File: config.mk
export PLATFORM = sky130hd
export DESIGN_NAME = wb_rr_arbiter
export DESIGN_NICKNAME = d
export VERILOG_FILES = /design/src/rtl/wb_rr_arbiter.sv
export SDC_FILE = /design/constraint.sdc
export NUM_CORES = 1
export LEC_CHECK = 0
export ABC_AREA = 1
export ABC_CLOCK_PERIOD_IN_PS = 3550
export CAP_MARGIN = 15
export CELL_PAD_IN_SITES_DETAIL_PLACEMENT = 1
export CELL_PAD_IN_SITES_GLOBAL_PLACEMENT = 2
export CORE_MARGIN = 10
export CORE_UTILIZATION = 12
export DETAILED_ROUTE_END_ITERATION = 7
export GPL_TIMING_DRIVEN = 0
export PLACE_DENSITY_LB_ADDON = 0.1
export SLEW_MARGIN = 20
export SYNTH_ARGS = -nofsm -noshare
export SYNTH_HDL_FRONTEND = slang
export SYNTH_SLANG_ARGS = --single-unit
File: constraint.sdc
create_clock -name wb_clk_i -period 3.55 [get_ports wb_clk_i]
set_input_delay 0.71 -clock wb_clk_i [delete_from_list [all_inputs] [get_ports wb_clk_i]]
set_output_delay 0.71 -clock wb_clk_i [all_outputs]
set_load 0.01 [all_outputs]
File: src/rtl/wb_rr_arbiter.sv
// Round-robin arbiter sharing one Wishbone slave among NM masters.
// A per-tenure stall watchdog errors out a hung slave and forces a one-cycle bus recovery.
module wb_rr_arbiter #(
    parameter int unsigned NM      = 2,
    parameter int unsigned AW      = 32,
    parameter int unsigned DW      = 32,
    parameter int unsigned TIMEOUT = 255
) (
    input  logic                   wb_clk_i,
    input  logic                   wb_rst_n_i,
    input  logic [NM-1:0]          wbm_cyc_i,
    input  logic [NM-1:0]          wbm_stb_i,
    input  logic [NM-1:0]          wbm_we_i,
    input  logic [NM*AW-1:0]       wbm_adr_i,
    input  logic [NM*DW-1:0]       wbm_dat_i,
    input  logic [NM*(DW/8)-1:0]   wbm_sel_i,
    output logic [NM-1:0]          wbm_ack_o,
    output logic [NM-1:0]          wbm_err_o,
    output logic [DW-1:0]          wbm_dat_o,
    output logic                   wbs_cyc_o,
    output logic                   wbs_stb_o,
    output logic                   wbs_we_o,
    output logic [AW-1:0]          wbs_adr_o,
    output logic [DW-1:0]          wbs_dat_o,
    output logic [DW/8-1:0]        wbs_sel_o,
    input  logic                   wbs_ack_i,
    input  logic [DW-1:0]          wbs_dat_i,
    output logic [NM-1:0]          grant_o
);
    localparam int unsigned SW = DW / 8;
    localparam int unsigned IW = (NM > 1) ? $clog2(NM) : 1;
    localparam int unsigned CW = 16;

    typedef enum logic [1:0] {IDLE, BUSY, RECOVER} state_t;

    state_t          state_q, state_d;
    logic [NM-1:0]   grant_q, grant_d;
    logic [IW-1:0]   last_q, last_d;
    logic [CW-1:0]   cnt_q, cnt_d;
    logic [NM-1:0]   err_q, err_d;

    logic            pick_valid;
    logic [IW-1:0]   pick_idx;
    int unsigned     scan;

    logic            own_cyc, own_stb, own_we;
    logic [AW-1:0]   own_adr;
    logic [DW-1:0]   own_dat;
    logic [SW-1:0]   own_sel;
    logic            busy;

    // First requester found scanning upward from the master after last_grant.
    always_comb begin
        pick_valid = 1'b0;
        pick_idx   = last_q;
        scan       = 0;
        for (int unsigned i = 1; i <= NM; i++) begin
            scan = (32'(last_q) + i) % NM;
            if (!pick_valid && wbm_cyc_i[scan]) begin
                pick_valid = 1'b1;
                pick_idx   = IW'(scan);
            end
        end
    end

    // Owner's request, selected by the one-hot grant (all zero when nobody owns the bus).
    always_comb begin
        own_cyc = 1'b0;
        own_stb = 1'b0;
        own_we  = 1'b0;
        own_adr = '0;
        own_dat = '0;
        own_sel = '0;
        for (int unsigned m = 0; m < NM; m++) begin
            if (grant_q[m]) begin
                own_cyc = wbm_cyc_i[m];
                own_stb = wbm_cyc_i[m] & wbm_stb_i[m];
                own_we  = wbm_we_i[m];
                own_adr = wbm_adr_i[m*AW +: AW];
                own_dat = wbm_dat_i[m*DW +: DW];
                own_sel = wbm_sel_i[m*SW +: SW];
            end
        end
    end

    always_ff @(posedge wb_clk_i or negedge wb_rst_n_i) begin
        if (!wb_rst_n_i) begin
            state_q <= IDLE;
            grant_q <= '0;
            last_q  <= IW'(NM - 1);
            cnt_q   <= '0;
            err_q   <= '0;
        end else begin
            state_q <= state_d;
            grant_q <= grant_d;
            last_q  <= last_d;
            cnt_q   <= cnt_d;
            err_q   <= err_d;
        end
    end

    // Next state: an ack on the final stalled cycle beats the timeout.
    always_comb begin
        state_d = state_q;
        grant_d = grant_q;
        last_d  = last_q;
        cnt_d   = '0;
        err_d   = '0;
        case (state_q)
            IDLE: begin
                grant_d = '0;
                if (pick_valid) begin
                    state_d = BUSY;
                    grant_d = NM'(1) << pick_idx;
                    last_d  = pick_idx;
                end
            end
            BUSY: begin
                if (!own_cyc) begin
                    state_d = IDLE;
                    grant_d = '0;
                end else if (own_stb && !wbs_ack_i) begin
                    if (cnt_q == CW'(TIMEOUT - 1)) begin
                        state_d = RECOVER;
                        grant_d = '0;
                        err_d   = grant_q;
                    end else begin
                        cnt_d = cnt_q + CW'(1);
                    end
                end
            end
            RECOVER: begin
                state_d = IDLE;
                grant_d = '0;
            end
            default: begin
                state_d = IDLE;
                grant_d = '0;
            end
        endcase
    end

    // Slave-side request and master-side response paths, zero outside a tenure.
    always_comb begin
        busy      = (state_q == BUSY);
        wbs_cyc_o = busy & own_cyc;
        wbs_stb_o = busy & own_stb;
        wbs_we_o  = busy & own_we;
        wbs_adr_o = busy ? own_adr : '0;
        wbs_dat_o = busy ? own_dat : '0;
        wbs_sel_o = busy ? own_sel : '0;
        wbm_ack_o = busy ? (grant_q & {NM{wbs_ack_i}}) : '0;
        wbm_dat_o = wbs_dat_i;
        wbm_err_o = err_q;
        grant_o   = grant_q;
    end

endmodule

==> flow_metrics.env <==
export IMPL_ys_types=25
export IMPL_crit_arrival_ns=2.45
export IMPL_overflow=0
export IMPL_vias=3762
export IMPL_power_density_mw_per_mm2=408.5
export IMPL_critPathKind="reg2out"
export IMPL_endpoint_kind="primary output"
export IMPL_max_freq_ghz=0.3166
export IMPL_leakagePower_nw=2.139
export IMPL_p_total_mw=2.231
export IMPL_cts_root_buffer="clkbuf_16"
export IMPL_final_instance_count_excl_fill=966
export IMPL_gp_congestion=0.7429
export IMPL_start_util=0.1232
export IMPL_fin_area_mm2=0.005460
export IMPL_wire_per_inst_um=18.55
export IMPL_min_path_type="in2async"
export IMPL_coreArea_mm2=0.02043
export IMPL_worst_slew_pin_slew_ns=0.5694
export IMPL_ctsHoldBuffers=0
export IMPL_syn_inst=439
export IMPL_clkPwrFrac=0.113
export IMPL_synth_area_per_cell_um2=5.732
export IMPL_p_int_mw=1.229
export IMPL_drc_errors=0
export IMPL_antenna_cells=0
export IMPL_clk_latency_ns=0.26
export IMPL_cp_start_kind="register"
export IMPL_tns_ns=0
export IMPL_die_w_um=164.8
export IMPL_wirelength_um=17920
export IMPL_track_usage=0.1214
export IMPL_fin_crit_ns=3.158
export IMPL_status="completed"
export IMPL_clk_pin_slew_ns=0.06
export IMPL_antenna_violating_nets_post_route=0
export IMPL_hpwlAfterDp_um=15920
export IMPL_seqPwrFrac=0.140
export IMPL_die_area_mm2=0.02716
export IMPL_ios=286
export IMPL_cts_tree="yes"
export IMPL_grt_pass1_vias=4094
export IMPL_antenna_found_initial=1
export IMPL_cp_max_fo=10
export IMPL_hold_viol=0
export IMPL_cts_buffers=3
export IMPL_synthToLayoutAreaGrowth_pct=117.0
export IMPL_fin_nets=876
export IMPL_post_route_period_util=0.8896
export IMPL_rsz0062_at_grt="false"
export IMPL_max_cap_violations=0
export IMPL_slew_viol_final=0
export IMPL_rr_worst_depth=10
export IMPL_vdd_drop_max_mv=0.1398
export IMPL_power_switching_mw=1.002
export IMPL_yosysTopAreaCell="nand2_1"
export IMPL_post_cts_repair_setup_buffers=0
export IMPL_fin_util=0.2673
export IMPL_synth_area_leaders="nand2_1 27%, dfrtp_1 22%, o21ai_0 15%"
export IMPL_combPwrFrac=0.747
export IMPL_drtIter0Drc=49
export IMPL_synth_top_area_frac=0.2730
export IMPL_yosys_register_bits=23
export IMPL_clockBufferDepth=2
export IMPL_ys_seq_area_frac=0.2292
export IMPL_pre_cts_slack_ns=0.4603
export IMPL_placed_area_mm2=0.005381
export IMPL_place_inst=962
export IMPL_cts_htree_levels=1
export IMPL_synthesis_area_mm2=0.002516
export IMPL_cts_sinks=23
export IMPL_die_height_um=164.8
export IMPL_rows=52
export IMPL_synth_nets=618
export IMPL_grt_first_pass_wirelength_um=25160
export IMPL_final_layout_size_suffix_gt1_frac=0.08764
export IMPL_setup_violations=0
export IMPL_first_pass_iters=6
export IMPL_whs_ns=0.4328
export IMPL_port_buffer_count=253
export IMPL_setup_ws_ns=0.3919
export IMPL_worstPathRequired_ns=2.84
export IMPL_postCtsResizedCells=0
export IMPL_ys_warn_count=0
export IMPL_swShare=0.4492
export IMPL_relSlewSlack=0.6204
export IMPL_grt_max_degree=24
export IMPL_finalClockSkew_ns=0.003885
export IMPL_vias_per_cell=3.894
[cell type report]
cell class                      instances  area, um2
Tap cell                              270      337.8
Fill cell                            2547      14970
Inverter                               20      75.07
Multi-Input combinational cell        342       1518
Timing Repair Buffer                  253       2527
Buffer                                 54      346.6
Sequential cell                        23      576.8
Clock buffer                            4      78.83
[power by group through the flow]
stage               Combinational (mW)  Clock (mW)  Sequential, mW
floorplan                        0.704           0           0.315
global placement                  1.70           0           0.319
detailed placement                1.71           0           0.319
CTS                               1.72       0.266           0.314
global route                      1.84       0.273           0.318
finish                            1.67       0.253           0.313
[final timing paths]
check | startpoint | endpoint | slack (ns)
setup / recovery | state_q[1] | wbs_adr_o[23] | 0.39
hold / removal | wb_rst_n_i | cnt_q[8] | 0.43
setup reg to reg | cnt_q[0] | cnt_q[5] | 2.05
hold reg to reg | cnt_q[0] | cnt_q[0] | 0.52
max in group asynchronous | wb_rst_n_i | cnt_q[10] | 2.73
min in group wb_clk_i | cnt_q[0] | cnt_q[0] | 0.52
[kinds of logic (layout without fill, tap and decap cells)]
group | Yosys count | in the layout | synth area share
AOI/OAI and AO/OA | 74 | 74 | 0.1472
xor gates and xnor gates | 12 | 12 | 0.04177
adders and majority gates | 2 | 2 | 0.009944
buffers and inverters | 74 | 331 | 0.1676
DFF | 23 | 23 | 0.2292
and+or+nand+nor | 254 | 254 | 0.4043
[sequential cells by signal, summed over array words and instances, names as in the netlist]
signal,cells
cnt_q,16
state_q,2
grant_o,2
wbm_err_o,2
last_q,1
[synth_stat cells, drive strengths merged]
cell type	instances
a21oi	1
and2	1
buf	42
clkbuf	12
dfrtp	22
dfstp	1
ha	2
inv	20
nand2	187
nand3	14
nand4	1
nor2	47
nor3	3
o21ai	73
or2	1
xnor2	2
xor2	10
[cell usage in the layout, fill, tap and decap left out, drive strengths merged]
cell / count
inv: 20
nor3: 3
ha: 2
clkdlybuf4s50: 252
dfstp: 1
o21ai: 73
clkbuf: 16
a21oi: 1
nand3: 14
nand4: 1
or2: 1
dfrtp: 22
xor2: 10
and2: 1
buf: 43
nand2: 187
xnor2: 2
nor2: 47
[routing by layer]
layer,global-route usage,vias up,share of wire
met2,0.2236,168,0.52
met4,0.02093,2,0.011
met1,0.1222,1726,0.35
met5,0,-,0.00045
met3,0.05925,12,0.12
li1,-,1854,-
[worst max-delay path, cell delays in order, from the launching register on]
cell             delay, ns
dfrtp_1               0.38
inv_1                 0.11
nand2_4               0.10
nor2_2                0.33
clkbuf_1              0.42
nand2_1               0.09
o21ai_0               0.10
clkdlybuf4s50_1       0.65
Power figures use the tool's default switching activity.
